[src/rtl/status_register_unit_if.sv]
// Bundle of the EXE/ID-side signals of the NZCV status register unit.
// The master drives pipeline control and operands; the slave returns SR, the stall request and the pending count.
interface status_register_unit_if #(
    parameter int WIDTH = 32
);
    logic             freeze;
    logic             flush;
    logic             exe_s;
    logic [3:0]       exe_cmd;
    logic [WIDTH-1:0] op_a;
    logic [WIDTH-1:0] op_b;
    logic             id_s;
    logic [3:0]       id_cond;
    logic             id_valid;
    logic [3:0]       sr;
    logic             sr_hazard;
    logic [1:0]       pending;

    modport master (
        output freeze, flush, exe_s, exe_cmd, op_a, op_b, id_s, id_cond, id_valid,
        input  sr, sr_hazard, pending
    );

    modport slave (
        input  freeze, flush, exe_s, exe_cmd, op_a, op_b, id_s, id_cond, id_valid,
        output sr, sr_hazard, pending
    );
endinterface

[src/rtl/status_register_unit.sv]
// NZCV flag generation from the EXE-stage operation, the architectural status register,
// and tracking of in-flight flag writers so that conditional instructions in ID stall on a stale SR.
module status_register_unit #(
    parameter int WIDTH       = 32,
    parameter int MAX_PENDING = 3
) (
    input logic                  clk,
    input logic                  rst,
    status_register_unit_if.slave bus
);

    typedef enum logic [3:0] {
        CMD_MOV = 4'b0001,
        CMD_MVN = 4'b1001,
        CMD_ADD = 4'b0010,
        CMD_ADC = 4'b0011,
        CMD_SUB = 4'b0100,
        CMD_SBC = 4'b0101,
        CMD_AND = 4'b0110,
        CMD_ORR = 4'b0111,
        CMD_EOR = 4'b1000
    } alu_cmd_e;

    localparam logic [1:0] PEND_MAX = 2'(MAX_PENDING);
    localparam logic [3:0] COND_AL  = 4'b1110;

    logic [3:0]       sr_q;
    logic [1:0]       pending_q;
    logic [WIDTH:0]   ext;
    logic [WIDTH-1:0] res;
    logic             c_new;
    logic             v_new;
    logic             c_in;
    logic             a_msb;
    logic             b_msb;
    logic             inc;
    logic             dec;

    // ADC/SBC take the carry from the architectural register, never from the flags being produced now.
    assign c_in  = sr_q[1];
    assign a_msb = bus.op_a[WIDTH-1];
    assign b_msb = bus.op_b[WIDTH-1];

    // NOTE: every output of this block is assigned a default first, so no path can infer a latch.
    always_comb begin
        ext   = '0;
        res   = bus.op_b;
        c_new = sr_q[1];
        v_new = sr_q[0];
        unique case (bus.exe_cmd)
            CMD_MOV: res = bus.op_b;
            CMD_MVN: res = ~bus.op_b;
            CMD_ADD, CMD_ADC: begin
                ext   = {1'b0, bus.op_a} + {1'b0, bus.op_b}
                      + {{WIDTH{1'b0}}, (bus.exe_cmd == CMD_ADC) & c_in};
                res   = ext[WIDTH-1:0];
                c_new = ext[WIDTH];
                v_new = (a_msb == b_msb) && (res[WIDTH-1] != a_msb);
            end
            CMD_SUB, CMD_SBC: begin
                // a - b - ~C as a + ~b + C, so the carry out is the inverted borrow.
                ext   = {1'b0, bus.op_a} + {1'b0, ~bus.op_b}
                      + {{WIDTH{1'b0}}, (bus.exe_cmd == CMD_SUB) | c_in};
                res   = ext[WIDTH-1:0];
                c_new = ext[WIDTH];
                v_new = (a_msb != b_msb) && (res[WIDTH-1] != a_msb);
            end
            CMD_AND: res = bus.op_a & bus.op_b;
            CMD_ORR: res = bus.op_a | bus.op_b;
            CMD_EOR: res = bus.op_a ^ bus.op_b;
            default: res = bus.op_b;
        endcase
    end

    // NOTE: sequential state uses non-blocking assignments so all registers see pre-edge values.
    always_ff @(posedge clk) begin
        if (rst) begin
            sr_q <= 4'b0000;
        end else if (bus.exe_s && !bus.freeze) begin
            sr_q <= {res[WIDTH-1], (res == '0), c_new, v_new};
        end
    end

    assign inc = bus.id_s && bus.id_valid && !bus.flush;
    assign dec = bus.exe_s;

    always_ff @(posedge clk) begin
        if (rst) begin
            pending_q <= 2'd0;
        end else if (!bus.freeze) begin
            unique case ({inc, dec})
                2'b10:   if (pending_q != PEND_MAX) pending_q <= pending_q + 2'd1;
                2'b01:   if (pending_q != 2'd0)     pending_q <= pending_q - 2'd1;
                default: pending_q <= pending_q;
            endcase
        end
    end

    assign bus.sr        = sr_q;
    assign bus.pending   = pending_q;
    assign bus.sr_hazard = bus.id_valid && (bus.id_cond != COND_AL)
                        && ((pending_q != 2'd0) || bus.exe_s);

endmodule

[src/flat_wrapper.sv]
// flat-port wrapper written by rule: the top's interface ports become plain ports
module status_register_unit_flat 
#(
    parameter int WIDTH       = 32,
    parameter int MAX_PENDING = 3
)
  (clk, rst, bus_freeze, bus_flush, bus_exe_s, bus_exe_cmd, bus_op_a, bus_op_b, bus_id_s, bus_id_cond, bus_id_valid, bus_sr, bus_sr_hazard, bus_pending);
  status_register_unit_if #(.WIDTH(WIDTH)) bus_i ();
  input logic clk;
  input logic rst;
  input wire logic [$bits(bus_i.freeze)-1:0] bus_freeze;
  input wire logic [$bits(bus_i.flush)-1:0] bus_flush;
  input wire logic [$bits(bus_i.exe_s)-1:0] bus_exe_s;
  input wire logic [$bits(bus_i.exe_cmd)-1:0] bus_exe_cmd;
  input wire logic [$bits(bus_i.op_a)-1:0] bus_op_a;
  input wire logic [$bits(bus_i.op_b)-1:0] bus_op_b;
  input wire logic [$bits(bus_i.id_s)-1:0] bus_id_s;
  input wire logic [$bits(bus_i.id_cond)-1:0] bus_id_cond;
  input wire logic [$bits(bus_i.id_valid)-1:0] bus_id_valid;
  output wire logic [$bits(bus_i.sr)-1:0] bus_sr;
  output wire logic [$bits(bus_i.sr_hazard)-1:0] bus_sr_hazard;
  output wire logic [$bits(bus_i.pending)-1:0] bus_pending;
  assign bus_i.freeze = bus_freeze;
  assign bus_i.flush = bus_flush;
  assign bus_i.exe_s = bus_exe_s;
  assign bus_i.exe_cmd = bus_exe_cmd;
  assign bus_i.op_a = bus_op_a;
  assign bus_i.op_b = bus_op_b;
  assign bus_i.id_s = bus_id_s;
  assign bus_i.id_cond = bus_id_cond;
  assign bus_i.id_valid = bus_id_valid;
  assign bus_sr = bus_i.sr;
  assign bus_sr_hazard = bus_i.sr_hazard;
  assign bus_pending = bus_i.pending;
  status_register_unit #(.WIDTH(WIDTH), .MAX_PENDING(MAX_PENDING)) u_core (.clk(clk), .rst(rst), .bus(bus_i));
endmodule
[config.mk]
export PLATFORM = sky130hd
export DESIGN_NAME = status_register_unit_flat
export DESIGN_NICKNAME = d
export VERILOG_FILES = /design/src/rtl/status_register_unit_if.sv /design/src/rtl/status_register_unit.sv /design/src/flat_wrapper.sv
export SDC_FILE = /design/constraint.sdc
export NUM_CORES = 1
export LEC_CHECK = 0
export ABC_AREA = 1
export BUFFER_PORTS_ARGS = -buffer_cell sky130_fd_sc_hd__buf_2
export CAP_MARGIN = 0
export CORE_MARGIN = 10
export CORE_UTILIZATION = 60
export CTS_BUF_LIST = sky130_fd_sc_hd__clkbuf_4
export CTS_CLUSTER_DIAMETER = 30
export DETAILED_ROUTE_END_ITERATION = 10
export PLACE_DENSITY = 0.86
export SETUP_SLACK_MARGIN = 0.02
export SLEW_MARGIN = 20
export SYNTH_ARGS = -nofsm -noshare
export SYNTH_HDL_FRONTEND = slang
export SYNTH_SLANG_ARGS = --single-unit
[constraint.sdc]
create_clock -name clk -period 4.05 [get_ports clk]
set_input_delay 0.6075 -clock clk [delete_from_list [all_inputs] [get_ports clk]]
set_output_delay 0.6075 -clock clk [all_outputs]
set_load 0.005 [all_outputs]
* Yosys cells after proc, flatten, opt, wreduce, memory -nomap -nowiden
Index checks and enable logic that the tools add are counted.
Cells by class: $add $sub $neg 6, eq/ne operators 18, mux-type cells 6, bitwise logic cells 7, reductions and logical operators 18
Operators with widths (count):
- one-hot mux 32 bit (6 select lines) | 1
- adder 32 x 32 -> 33 bit | 2
- adder 33 x 1 -> 33 bit | 2
- bitwise AND 32 bit | 1
- zero test 32 bit | 1
- inverter 32 bit | 1
- OR 32 bit | 1
- XOR 32 bit | 1
- == test 4 x 3 -> 1 bit, second input constant | 4
- == test 4 x 2 -> 1 bit, second input constant | 2
- == test 4 bit, second input constant | 2
- logical AND 1 bit | 7
- nonzero test 2 bit | 3
- two-way mux 2 bit | 2
- != test 2 x 1 -> 1 bit, second input constant | 2
- != test 4 bit, second input constant | 1
- one-hot mux 1 bit (2 select lines) | 2
- one-hot mux 2 bit (2 select lines) | 1
- AND reduction 4 bit | 1
- OR reduction 2 bit | 2
- != test 1 bit | 3
- adder 2 x 1 -> 2 bit, second input constant | 1
- == test 2 x 1 -> 1 bit, second input constant | 1
- == test 2 bit, second input constant | 1
- other kinds (9) | 10
Word-level totals: flip-flop bits (word level) 6, bits of input ports 79, output and inout bits 7, word-level logic and storage cells 58

* Depth between registers and ports, before layout
Gate-level depths: netlist of the first run.
word-level depth 6, depth in mapped cells 25, depth with buffers taken out 25

* Least setup slack after synthesis of the first run
OpenSTA, ideal clock, no wires.
path type input to register, from in bus_exe_cmd[3], to reg u_core.sr_q[2] (netlist: u_core.bus.sr[2]), setup time 66 ps, data arrival time 2970 ps, required time 3984 ps, setup slack 1014 ps, stages 23, path buffers 0, cells stage by stage inv_1 > nand2_1 > inv_1 > a21oi_1 > fa_1 > fa_1 > inv_1 > nand2_1 > nand2_1 > nand3_1 > nand2_1 > nand3_1 > nand2_1 > nand2_1 > nand2_1 > nand2_1 > nand3_1 > nand3_1 > nor2_1 > nand3_1 > nor2_1 > nand2_1 > a21oi_2
On the way: cells in the longest elaborated chain, start to end 5, elaborated cells on any way between the ends 16, those cells by class add/sub: 2; eq/ne: 8; mux: 1; bitwise: 2; reduce/logical: 3
Ends and longest elaborated chain:
- start: declaration | line flat_wrapper.sv:14 | input wire logic [$bits(bus_i.exe_cmd)-1:0] bus_exe_cmd;
- == test 4 x 3 -> 1 bit or == test 4 x 2 -> 1 bit (tied branches) | line status_register_unit.sv:50, status_register_unit.sv:63, status_register_unit.sv:55
- OR 1 bit or bitwise AND 1 bit (tied branches) | line status_register_unit.sv:63, status_register_unit.sv:55
- adder 33 x 1 -> 33 bit, on equally long branches | line status_register_unit.sv:63, status_register_unit.sv:55
- one-hot mux 32 bit (6 select lines) * | line status_register_unit.sv:50 | unique case (bus.exe_cmd)
- zero test 32 bit * | line status_register_unit.sv:80 | sr_q <= {res[WIDTH-1], (res == '0), c_new, v_new};
- end signal: assignment | line status_register_unit.sv:80
- end: declaration | line status_register_unit.sv:27 | logic [3:0] sr_q;
Mark *: on every way between the ends. The rest lies on a longest branch, timed or not. A chain may end at the register's enable or synchronous reset.

* Worst setup path in the final report of the first run
Ends and elaborated chain as after synthesis.

==> flow_metrics.py, run 1 <==
metrics = {
    "outcome": {
        "status": "complete, no violations",
    },
    "setup_path": {
        "worst-path-stages": 26,
        "crit_family": "simple AND/OR/NAND/NOR gates",
        "cp_slowest_cell": "fa_1",
        "worst_setup_path_start_kind": "primary input",
        "rr_endpoint": "u_core.bus.sr[2]",
        "crit_start": "bus_exe_cmd[3]",
        "reg2reg_from": "u_core.bus.sr[1]",
        "critPathMaxStageDelay_ps": 410,
        "critPathMaxFanout": 5,
        "critPathMostFrequentCell": "nand2_1",
        "critPathKind": "in -> reg",
        "r2r_slack_ps": 1080,
        "cp-end-kind": "flop",
        "crit_required_ps": 4260,
        "rr_worst_depth": 20,
        "crit_buf_inv": 5,
        "cp.arrival_ps": 3580,
        "crit_path_end": "u_core.bus.sr[2]",
    },
    "routing": {
        "num_vias": 8970,
        "vias_per_cell": 5.724,
        "met1Wirelength_mm": 10.78,
        "drt_wl_total_mm": 26.31,
        "ant_nets": 0,
        "met2RoutedLength_mm": 10.65,
        "dr.pass1.iters": 7,
        "wl_met3_mm": 3.860,
        "drtIter0Drc": 1275,
        "top_layer_used": "met4",
        "wl_per_cell_um": 16.79,
        "drc": 0,
    },
    "power": {
        "seq_power_share_pct": 6.0,
        "p_int_uw": 387.3,
        "p_clk_share_pct": 5.6,
        "p_sw_uw": 693.1,
        "power_uw": 1080,
        "cellLeakagePower_uw": 0.004604,
        "ir_drop_uv": 224.1,
        "comb_power_share_pct": 88.4,
        "powerDensity_mw_per_mm2": 148.0,
        "p_sw_share_pct": 64.15,
    },
    "cts": {
        "cts_tree": "done",
        "cts.sinks": 6,
        "post_cts_buffers": 0,
        "cts_buffer_depth": 2,
        "root_buffer": "clkbuf_4",
        "clkTransAtPathRegs_ps": 60,
        "cts_resized": 0,
        "clock_latency_ps": 270,
        "cts_hold_buffers": 0,
        "cts_made_buffers": 3,
        "h-tree-depth": 1,
    },
    "yosys": {
        "avgSynthCellArea_um2": 5.016,
        "syn_nets": 1542,
        "synth_edf_count": 0,
        "synth_ff_type": "dfxtp_1",
        "netlist_area_mm2": 0.006842,
        "ys_ff_latch": 6,
        "syn_inst": 1364,
        "synth_cell_types": 39,
        "yosysSeqAreaShare_pct": 1.756,
        "synth_warnings": 0,
        "async_reset_ff_share_pct": 0,
    },
    "sta": {
        "setup_viol": 0,
        "hold_violations": 0,
        "fin_crit_sh_pct": 83.34,
        "rsz0062_at_grt": "no",
        "drv_slew": 0,
        "max_freq_mhz": 296.3,
        "maxSlewHeadroom_pct": 52.88,
        "worst_pin_slew_ps": 701.4,
        "period_minus_slack_ps": 3375,
        "finClkSkew_ps": 15.87,
        "hold_ws_ps": 485.8,
        "setup-tns-final_ps": 0,
    },
    "job": {
        "cap_violations": 0,
    },
    "cells_and_area": {
        "fin_area_mm2": 0.007302,
        "area_growth_pct": 6.730,
        "drive_gt1_share_pct": 8.479,
        "seq_area_um2": 120.1,
        "fillCellCount": 1157,
        "nets": 1607,
        "multi_input_area_mm2": 0.005436,
        "antenna_cells": 0,
    },
    "global_routing": {
        "grt_pass1_vias": 8104,
        "grt_first_pass_wirelength_mm": 41.06,
        "overflow": 0,
        "antenna_found_initial": 0,
        "grt_usage_pct": 30.93,
        "grt_max_degree": 25,
    },
    "place": {
        "gp_congestion": 1.058,
        "placed_area_mm2": 0.007279,
        "dp_hpwl_mm": 22.43,
        "port-buffer-count": 85,
    },
    "die": {
        "core_mm2": 0.01098,
        "dieArea_mm2": 0.01607,
        "boundaryPins": 86,
        "die_w_um": 126.8,
        "initial_core_util_pct": 62.29,
        "die_height_um": 126.8,
        "num_rows": 38,
    },
    "hold_path": {
        "whs_path_depth": 1,
        "min_path_type": "reg -> reg",
    },
}
[how the worst min path moves through the flow]
stage / startpoint / endpoint / slack [ps]
6_report: u_core.bus.pending[0] / u_core.bus.pending[0] / 490
5_1_grt: u_core.bus.pending[0] / u_core.bus.pending[0] / 530
4_1_cts: u_core.bus.pending[0] / u_core.bus.pending[0] / 490
3_5_place_dp: u_core.bus.pending[0] / u_core.bus.pending[0] / 480
3_3_place_gp: u_core.bus.pending[0] / u_core.bus.pending[0] / 470
2_1_floorplan: u_core.bus.sr[2] / u_core.bus.sr[2] / 470
[per-stage QoR]
step	setup slack (ps)	cells	utilization [%]
2_1_floorplan	1014	1364	-
3_3_place_gp	550.1	1564	66.28
3_5_place_dp	478.8	1564	66.28
4_1_cts	740.4	1567	66.48
5_1_grt	392.1	1567	66.48
6_report	674.7	1567	66.48
[final cells by class]
| class | count | area share (%) |
|---|---|---|
| Multi-Input combinational cell | 1038 | 74.45 |
| Inverter | 291 | 14.96 |
| Timing Repair Buffer | 89 | 6.237 |
| Tap cell | 140 | 2.399 |
| Sequential cell | 6 | 1.645 |
| Clock buffer | 3 | 0.3084 |
[logic make-up after synthesis]
family,after synthesis,synth area share (%)
AND/OR/NAND/NOR,808,49.98
buffers and inverters,320,18.78
AO/OA/AOI/OAI,127,10.42
adder cells (fa/ha/maj),99,18.54
flip-flops,6,1.756
XOR/XNOR,4,0.5120
[worst reg2reg max path, cell delays in order (launching register included)]
cell and delay [ps]:
dfxtp_1 390, nand4_1 150, fa_1 380, inv_1 130, fa_1 260, nand3_1 120
nand2_1 150, nand2_1 100, nand2_1 110, nand2_1 90, nand2_1 100, nand2_1 90
nand2_1 80, nand2_1 50, nand3_1 80, nand3_1 80, nor2_1 150, a21oi_1 110
nor2_1 120, nand2_1 70, a21oi_2 110
[Yosys cell counts (2+ instances only)]
master | count | share of area [%]
nand2_1 | 454 | 25
o21ai_1 | 3 | 0.22
inv_2 | 6 | 0.33
o21bai_1 | 12 | 1.3
a211oi_1 | 2 | 0.22
a221oi_1 | 2 | 0.26
nor2_2 | 9 | 0.82
fa_1 | 4 | 1.2
buf_1 | 2 | 0.11
o211ai_1 | 2 | 0.22
inv_1 | 285 | 16
a21oi_2 | 2 | 0.26
buf_4 | 11 | 1.2
clkbuf_1 | 2 | 0.11
nor4_1 | 9 | 0.82
and3_1 | 5 | 0.46
buf_2 | 10 | 0.73
a31oi_1 | 4 | 0.37
dfxtp_1 | 6 | 1.8
ha_1 | 95 | 17
xor2_1 | 4 | 0.51
a21oi_1 | 55 | 4.0
nand4_1 | 24 | 2.2
nand2_2 | 7 | 0.64
buf_6 | 4 | 0.66
nand3_1 | 150 | 11
nor3_2 | 2 | 0.29
nor2_4 | 2 | 0.33
nor3_1 | 22 | 1.6
nor2_1 | 122 | 6.7
o21ai_0 | 39 | 2.9
[routing by layer]
layer / vias to the layer above / global-route usage (%)
li1: 4356 / -
met1: 3914 / 41.16
met5: - / 0
met3: 79 / 9.413
met4: 0 / 10.72
met2: 621 / 46.05
[sequential cells by signal, summed over array words and instances, names as in the netlist]
name / flops
u_core.bus.pending: 2
u_core.bus.sr: 4
[power groups by stage]
stage          sequential (uW)  clock, uW  combinational (uW)
3_3_place_gp              65.4          0                 903
6_report                  64.6       60.8                 955
3_5_place_dp              65.5          0                 912
4_1_cts                   64.6       60.1                 917
2_1_floorplan             65.7          0                 647
5_1_grt                   64.9       65.4                1050
[cells in the final DEF, fill, tap and decap left out, types with 3 or more instances in the layout]
cell / instances
o21ai_0: 39
nor4_1: 9
a21oi_1: 55
nor3_1: 22
buf_2: 85
fa_1: 4
nor2_1: 122
nand2_2: 7
a31oi_1: 4
o21ai_1: 3
ha_1: 95
inv_1: 285
buf_4: 4
xor2_1: 4
o21bai_1: 12
dfxtp_1: 6
clkbuf_4: 3
inv_2: 6
nand3_1: 150
and3_1: 5
nor2_2: 9
nand2_1: 454
nand4_1: 24
No activity file was read; power rests on OpenSTA's default activity.
==> run 2, diff against run 1 <==
--- a/config.mk
+++ b/config.mk
@@ -5,7 +5,7 @@
 export SDC_FILE = /design/constraint.sdc
 export NUM_CORES = 1
 export LEC_CHECK = 0
-export ABC_AREA = 1
+export ABC_AREA = 0
 export BUFFER_PORTS_ARGS = -buffer_cell sky130_fd_sc_hd__buf_2
 export CAP_MARGIN = 0
 export CORE_MARGIN = 10
@@ -13,7 +13,7 @@
 export CTS_BUF_LIST = sky130_fd_sc_hd__clkbuf_4
 export CTS_CLUSTER_DIAMETER = 30
 export DETAILED_ROUTE_END_ITERATION = 10
-export PLACE_DENSITY = 0.86
+export PLACE_DENSITY = 0.88
 export SETUP_SLACK_MARGIN = 0.02
 export SLEW_MARGIN = 20
 export SYNTH_ARGS = -nofsm -noshare
==> constraint.sdc (replaced) <==
create_clock -name clk -period 3.15 [get_ports clk]
set_input_delay 0.4725 -clock clk [delete_from_list [all_inputs] [get_ports clk]]
set_output_delay 0.4725 -clock clk [all_outputs]
set_load 0.005 [all_outputs]
==> run 2 against run 1 <==
  * The flow now stops in 5_1_grt
  * Synthesized cell count fell by 40%
  * Area after synthesis down 18%
==> flow_metrics.py, run 2 <==
metrics = {
    "cts": {
        "cts.sinks": 6,
        "root_buffer": "clkbuf_4",
        "h-tree-depth": 1,
        "cts_hold_buffers": 0,
        "cts_buffer_depth": 2,
        "cts_made_buffers": 3,
    },
    "die": {
        "initial_core_util_pct": 61.00,
        "boundaryPins": 86,
        "die_w_um": 116.5,
        "die_height_um": 116.5,
        "num_rows": 35,
    },
    "place": {
        "dp_hpwl_mm": 22.67,
        "gp_congestion": 1.148,
        "place_ws_ps": -925.2,
        "port-buffer-count": 85,
    },
    "outcome": {
        "error": "[ERROR GRT-0232] Routing congestion too high. Check the congestion heatmap in the GUI.",
        "status": "aborted with a tool error",
        "lastStage": "5_1_grt",
    },
    "yosys": {
        "synth_top_area_cell": "ha_1",
        "ys_ff_latch": 6,
        "syn_inst": 817,
        "synth_edf_count": 0,
        "syn_nets": 995,
        "async_reset_ff_share_pct": 0,
        "avgSynthCellArea_um2": 6.833,
        "yosysMostFrequentCell": "inv_1",
        "synth_cell_types": 83,
        "ys_top_cells_by_count": "inv_1, ha_1, a21oi_1",
        "yosys-top-cells-area": "ha_1, a21oi_1, inv_1, xnor2_1, nor2_1",
        "synth_ff_type": "dfxtp_1",
        "synth_top_area_share_pct": 21.29,
        "yosysSeqAreaShare_pct": 2.152,
        "synth_warnings": 0,
        "netlist_area_mm2": 0.005583,
    },
    "sta": {
        "worst_path_end_type": "register data pin",
        "worst_endpoint": "u_core.bus.sr[2]$_SDFFE_PP0P_/D",
    },
    "global_routing": {
        "grt_usage_pct": 66.54,
        "grt_max_degree": 19,
        "overflow": 21,
    },
}
## run 2: kinds of logic after synthesis
logic type	synth area share [%]
AO/OA/AOI/OAI	31.80
XOR/XNOR	5.805
AND/OR/NAND/NOR	25.59
buffers and inverters	9.502
multiplexers	2.420
flip-flops	2.152
adder cells (fa/ha/maj)	22.73
## run 2: layer usage
| metal | overflow | GRT usage, % |
|---|---|---|
| met3 | 2 | 56.34 |
| met4 | 9 | 64.14 |
| met2 | 10 | 81.18 |
| met5 | 0 | 30.86 |
| met1 | 0 | 64.44 |
## run 2: metrics by stage
stage          hold slack [ps]  TNS [ps]  cells  utilization [%]  instance area, um^2
2_1_floorplan            480.5    -776.2    817                -                 5658
3_5_place_dp             487.6     -3084   1264            89.57                 8198
4_1_cts                  479.3     -1206   1276            92.11                 8431
3_3_place_gp             476.4     -1930   1264            89.57                 8198
## run 2: repair_timing
action / CTS
endpoints found under the hold margin: 0
setup endpoints to repair: 4
setup buffers: 10
pin swaps: 30
resized for setup: 27
==> run 3, diff against run 2 <==
--- a/config.mk
+++ b/config.mk
@@ -9,12 +9,9 @@
 export BUFFER_PORTS_ARGS = -buffer_cell sky130_fd_sc_hd__buf_2
 export CAP_MARGIN = 0
 export CORE_MARGIN = 10
-export CORE_UTILIZATION = 60
-export CTS_BUF_LIST = sky130_fd_sc_hd__clkbuf_4
-export CTS_CLUSTER_DIAMETER = 30
+export CORE_UTILIZATION = 40
 export DETAILED_ROUTE_END_ITERATION = 10
-export PLACE_DENSITY = 0.88
-export SETUP_SLACK_MARGIN = 0.02
+export PLACE_DENSITY_LB_ADDON = 0.15
 export SLEW_MARGIN = 20
 export SYNTH_ARGS = -nofsm -noshare
 export SYNTH_HDL_FRONTEND = slang
==> run 3 against run 2 <==
  * The flow now finishes, with violations (negative setup slack)
  * Area after synthesis did not move
  * Synthesized cell count did not move
==> flow_metrics.py, run 3 <==
metrics = {
    "outcome": {
        "status": "finished with violations",
        "violations": "negative setup slack",
    },
    "setup_path": {
        "crit_start": "bus_exe_cmd[2]",
        "cp-end-kind": "flop",
        "crit_required_ps": 3300,
        "rr_endpoint": "u_core.bus.sr[2]",
        "worst_setup_path_start_kind": "primary input",
        "crit_path_end": "u_core.bus.sr[2]",
        "reg2reg_from": "u_core.bus.sr[1]",
        "cp.arrival_ps": 3710,
        "critPathKind": "in -> reg",
        "critPathMaxFanout": 4,
        "r2r_slack_ps": -220,
        "rr_worst_depth": 16,
    },
    "cts": {
        "cts_hold_buffers": 0,
        "cts_made_buffers": 3,
        "cts.sinks": 6,
        "cts_tree": "done",
        "root_buffer": "clkbuf_16",
        "h-tree-depth": 1,
        "cts_buffer_depth": 2,
        "clkTransAtPathRegs_ps": 40,
        "clock_latency_ps": 230,
    },
    "routing": {
        "drc": 0,
        "dr.pass1.iters": 5,
        "vias_per_cell": 5.507,
        "drt_wl_total_mm": 22.33,
        "num_vias": 7467,
        "ant_nets": 0,
        "drtIter0Drc": 612,
        "wl_per_cell_um": 16.47,
    },
    "sta": {
        "hold_violations": 0,
        "worst_pin_slew_ps": 705.4,
        "max_freq_mhz": 280.8,
        "rsz0062_at_grt": "yes",
        "period_minus_slack_ps": 3561,
        "setup_viol": 4,
        "fin_crit_sh_pct": 113.1,
        "finClkSkew_ps": 2.210,
        "setup-tns-final_ps": -1101,
        "maxSlewHeadroom_pct": 52.36,
        "setup_ws_ps": -411.4,
        "drv_slew": 0,
    },
    "power": {
        "ir_drop_uv": 134.5,
        "cellLeakagePower_uw": 0.004357,
        "powerDensity_mw_per_mm2": 208.6,
    },
    "yosys": {
        "syn_inst": 817,
        "synth_cell_types": 83,
        "avgSynthCellArea_um2": 6.833,
        "async_reset_ff_share_pct": 0,
        "synth-simple-area-share_pct": 25.59,
        "synth_top_family_by_area": "compound AO/OA/AOI/OAI gates",
        "synth_compound_area_share_pct": 31.80,
        "synth_xor_xnor_area_share_pct": 5.805,
        "synth-adder-area-share_pct": 22.73,
        "netlist_area_mm2": 0.005583,
        "synth_ff_type": "dfxtp_1",
        "yosysSeqAreaShare_pct": 2.152,
        "ys_ff_latch": 6,
        "muxShareOfSynthArea_pct": 2.420,
        "synth_top_area_share_pct": 21.29,
        "synth_warnings": 0,
        "syn_nets": 995,
        "synth_top_area_cell": "ha_1",
        "ys_top_cells_by_count": "inv_1, ha_1, a21oi_1",
        "yosysMostFrequentCell": "inv_1",
        "synth_edf_count": 0,
        "yosys-top-cells-area": "ha_1, a21oi_1, inv_1, xnor2_1, nor2_1",
    },
    "cells_and_area": {
        "layout_common_cells": "buf_4, inv_1, ha_1, buf_2, a21oi_1",
        "final_common_cell": "buf_4",
        "nets": 1356,
        "drive_gt1_share_pct": 38.61,
        "antenna_cells": 0,
        "fillCellCount": 1339,
        "largest_reg_flops": 4,
        "area_growth_pct": 55.87,
        "fin_util_pct": 63.18,
    },
    "global_routing": {
        "grt_usage_pct": 22.02,
        "grt_pass1_vias": 7277,
        "antenna_found_initial": 0,
        "grt_max_degree": 19,
        "grt_first_pass_wirelength_mm": 36.51,
        "overflow": 0,
    },
    "die": {
        "num_rows": 43,
        "boundaryPins": 86,
        "die_w_um": 138.1,
        "die_height_um": 138.1,
        "core_mm2": 0.01377,
        "dieArea_mm2": 0.01908,
        "initial_core_util_pct": 40.53,
    },
    "hold_path": {
        "min_path_type": "reg -> reg",
    },
    "job": {
        "cap_violations": 0,
    },
    "place": {
        "dp_hpwl_mm": 18.90,
        "gp_congestion": 0.9522,
        "port-buffer-count": 85,
    },
}
run 3: logic make-up after synthesis:
logic type,Yosys count
buffers and inverters,134
DFF,6
muxes,13
adders and majority gates,99
AOI/OAI and AO/OA,258
and+or+nand+nor,270
xor gates and xnor gates,37
run 3: worst min path at each step:
stage | endpoint | startpoint | cells after the start | slack, ps
2_1_floorplan | u_core.bus.pending[1] | u_core.bus.pending[1] | 2 | 480
3_3_place_gp | u_core.bus.sr[0] | u_core.bus.sr[0] | 2 | 480
3_5_place_dp | u_core.bus.pending[1] | u_core.bus.pending[1] | 2 | 490
4_1_cts | u_core.bus.pending[1] | u_core.bus.pending[1] | 2 | 500
5_1_grt | u_core.bus.pending[1] | rst | 2 | 520
6_report | u_core.bus.pending[1] | u_core.bus.pending[1] | 2 | 500
run 3: what timing repair did:
| action | 4_1_cts | 5_1_grt |
|---|---|---|
| pin swaps | 26 | 11 |
| resized for setup | 29 | 10 |
| endpoints found under the setup margin | 4 | 4 |
| setup buffers | 5 | 2 |
run 3: power breakdown:
| part | switching, uW | internal (uW) | total [uW] | leakage (uW) |
|---|---|---|---|---|
| clock | 43.8 | 163 | 207 | 0.0000370 |
| sequential | 1.89 | 78.5 | 80.4 | 0.0000486 |
| combinational | 779 | 749 | 1530 | 0.00427 |
run 3: layer usage:
metal	vias to the layer above	GRT usage, %	part of all wire [%]
met2	327	37.32	46
li1	3729	-	-
met3	41	2.740	7.5
met4	0	4.883	2.3
met5	-	0	0
met1	3370	28.92	44
run 3: through the flow:
stage / cell area, um^2 / hold slack, ps / cells / total power [uW] / setup slack (ps)
finish: 8702 / 495.1 / 1356 / 1815 / -411.4
global route: 8702 / 521.5 / 1356 / 1962 / -590.8
CTS: 8656 / 497.9 / 1354 / 1787 / -349.6
detailed placement: 8394 / 494.0 / 1346 / 1538 / -761.3
global placement: 8394 / 476.4 / 1346 / 1533 / -689.0
floorplan: 5658 / 480.5 / 817 / 841.1 / -578.5
run 3: worst max-delay path: stages:
cell and delay (ps):
buf_6 90, nor2b_4 120, nor2b_4 130, a21oi_2 160
fa_2 250, fa_2 220, nor2_2 40, o21a_1 190
o31a_1 350, o211ai_4 230, a211oi_2 120, o31a_1 240
or4_1 510, a21oi_1 120, and4_1 210, nand3_2 90
o31ai_2 170
run 3: cell type report:
class                      count  area, um^2  share of cell area [%]
multi-input combinational    677        5154                   59.22
timing repair buffer         390        2753                   31.63
inverter                     100       375.4                   4.313
tap                          180       225.2                   2.588
sequential                     6       120.1                   1.380
clock buffer                   3       75.07                  0.8627
==> run 4, diff against run 3 <==
--- a/config.mk
+++ b/config.mk
@@ -12,6 +12,7 @@
 export CORE_UTILIZATION = 40
 export DETAILED_ROUTE_END_ITERATION = 10
 export PLACE_DENSITY_LB_ADDON = 0.15
+export SETUP_SLACK_MARGIN = 0.1
 export SLEW_MARGIN = 20
 export SYNTH_ARGS = -nofsm -noshare
 export SYNTH_HDL_FRONTEND = slang
==> run 4 against run 3 <==
  * The flow still finishes with violations (negative setup slack)
  * Critical path depth unchanged
  * Cell count increased by 0.88%
  * Fmax is 2.3% lower
  * Clock power hardly changed
  * Design area rose by 0.91%
  * Routed wire length rose by 2.3%
  * Clock skew up 3.9 ps
  * Via count about the same
  * Sequential share of layout area is essentially flat
  * Utilization is 0.57 points higher
  * Total power grew 1.7%
  * Sequential power about the same
  * Largest power group unchanged
==> flow_metrics.py, run 4 (synthesized netlist as in run 3, its figures left out) <==
metrics = {
    "cts": {
        "cts_hold_buffers": 0,
        "cts_made_buffers": 3,
        "cts_tree": "done",
        "clock_latency_ps": 230,
        "root_buffer": "clkbuf_16",
        "h-tree-depth": 1,
        "cts.sinks": 6,
        "clkTransAtPathRegs_ps": 40,
        "cts_buffer_depth": 2,
    },
    "place": {
        "gp_congestion": 0.9789,
        "placedCellCount": 1354,
        "place_ws_ps": -809.1,
        "dp_hpwl_mm": 19.34,
        "port-buffer-count": 85,
    },
    "power": {
        "cellLeakagePower_uw": 0.004415,
        "p_sw_share_pct": 45.32,
        "p_clk_share_pct": 11.2,
        "power_uw": 1847,
        "ir_drop_uv": 123.1,
        "seq_power_share_pct": 4.4,
        "p_int_uw": 1010,
        "comb_power_share_pct": 84.4,
        "p_sw_uw": 837.1,
        "powerDensity_mw_per_mm2": 210.3,
    },
    "die": {
        "boundaryPins": 86,
        "core_mm2": 0.01377,
        "num_rows": 43,
        "die_w_um": 138.1,
        "die_height_um": 138.1,
        "dieArea_mm2": 0.01908,
        "initial_core_util_pct": 40.53,
    },
    "job": {
        "cap_violations": 0,
    },
    "cells_and_area": {
        "fillCellCount": 1335,
        "seq_area_um2": 120.1,
        "fin_util_pct": 63.75,
        "largest_reg_flops": 4,
        "antenna_cells": 0,
        "layout_common_cells": "buf_4, inv_1, ha_1, buf_2, a21oi_1",
        "multi_input_area_mm2": 0.005154,
        "final_common_cell": "buf_4",
        "area_growth_pct": 57.28,
        "nets": 1368,
        "instances_no_fill": 1368,
        "drive_gt1_share_pct": 39.23,
    },
    "sta": {
        "setup_viol": 4,
        "max_freq_mhz": 274.4,
        "fin_crit_sh_pct": 115.7,
        "worst_pin_slew_ps": 644.1,
        "rsz0062_at_grt": "yes",
        "setup_ws_ps": -493.9,
        "period_minus_slack_ps": 3644,
        "maxSlewHeadroom_pct": 56.50,
        "finClkSkew_ps": 6.158,
        "drv_slew": 0,
        "hold_violations": 0,
    },
    "routing": {
        "num_vias": 7474,
        "dr.pass1.iters": 5,
        "ant_nets": 0,
        "drt_wl_total_mm": 22.84,
        "wl_per_cell_um": 16.69,
        "vias_per_cell": 5.463,
        "drtIter0Drc": 513,
        "drc": 0,
    },
    "setup_path": {
        "crit_required_ps": 3290,
        "cp_slowest_cell": "or4_1",
        "path_cells": "buf_6 -> nor2b_4 -> nor2b_4 -> a21oi_2 -> fa_2 -> fa_2 -> nor2_1 -> o21a_1 -> o31a_1 -> o211ai_4 -> a211oi_2 -> o31a_1 -> or4_1 -> a21oi_1 -> and4_1 -> nand3_1 -> o31ai_2",
        "critPathMaxFanout": 4,
        "cp.arrival_ps": 3790,
        "worst_setup_path_start_kind": "primary input",
        "critPathKind": "in -> reg",
        "critPathMaxStageDelay_ps": 510,
        "cp-end-kind": "flop",
    },
    "global_routing": {
        "grt_first_pass_wirelength_mm": 36.98,
        "grt_pass1_vias": 7372,
        "antenna_found_initial": 0,
        "grt_usage_pct": 22.26,
        "overflow": 0,
        "grt_max_degree": 19,
    },
    "outcome": {
        "status": "finished with violations",
        "violations": "negative setup slack",
    },
    "hold_path": {
        "min_path_type": "reg -> reg",
    },
}
run 4: cell types whose count changed in the layout (fill, tap and decap cells not counted), moves of 2 or more:
cell	delta
nand2_1	-2
nor4_1	-2
nand3_2	-2
buf_4	+12
nand3_1	+2
nor4_2	+2
inv_2	+2
nand2_2	+2
run 4: power by group through the flow:
| stage | clock network (uW) | logic (uW) | registers [uW] |
|---|---|---|---|
| 2_1_floorplan | 0 | 760 | 81.2 |
| 3_3_place_gp | 0 | 1470 | 81.2 |
| 3_5_place_dp | 0 | 1470 | 81.3 |
| 4_1_cts | 207 | 1510 | 80.5 |
| 5_1_grt | 214 | 1690 | 80.6 |
| 6_report | 207 | 1560 | 80.4 |
run 4: metal layers:
metal  vias up  global-route usage, %  part of all wire [%]
li1       3738                      -                     -
met1      3429                  28.37                    44
met2       268                  38.86                    47
met3        39                  3.425                   7.4
met4         0                  3.885                   2.1
met5         -                      0                     0
run 4: path summary, 6_finish.rpt:
| check | from | endpoint | slack (ps) | cells after the start |
|---|---|---|---|---|
| max | bus_exe_cmd[2] | u_core.bus.sr[2] | -490 | 17 |
| min | u_core.bus.pending[1] | u_core.bus.pending[1] | 510 | 2 |
| max reg2reg | u_core.bus.sr[1] | u_core.bus.sr[2] | -340 | 17 |
| min reg2reg | u_core.bus.pending[1] | u_core.bus.pending[1] | 510 | 2 |
run 4: critical path, delay by kind of cell:
kind	cells	cell delay, ps
AO/OA/AOI/OAI	8	1690
AND/OR/NAND/NOR	6	1060
buffers and inverters	1	100
adder cells (fa/ha/maj)	2	450
run 4: repair_timing:
item / 4_1_cts / 5_1_grt
buffers inserted: 5 / 6
pin swaps: 30 / 28
endpoints found under the hold margin: 0 / 0
gates resized for setup: 22 / 17
endpoints found under the setup margin: 4 / 4
run 4: per-stage QoR:
step	hold WS (ps)	TNS, ps	cell area, um^2
2_1_floorplan	480.5	-776.2	5658
3_3_place_gp	476.5	-2162	8442
3_5_place_dp	480.2	-2526	8442
4_1_cts	492.3	-976.9	8653
5_1_grt	532.7	-1966	8781
6_report	508.5	-1375	8781
run 4: area by class of cell:
type / count / share of cell area, %
Inverter: 100 / 4.275
Timing Repair Buffer: 402 / 32.25
Clock buffer: 3 / 0.8549
Multi-Input combinational cell: 677 / 58.69
Tap cell: 180 / 2.565
Sequential cell: 6 / 1.368
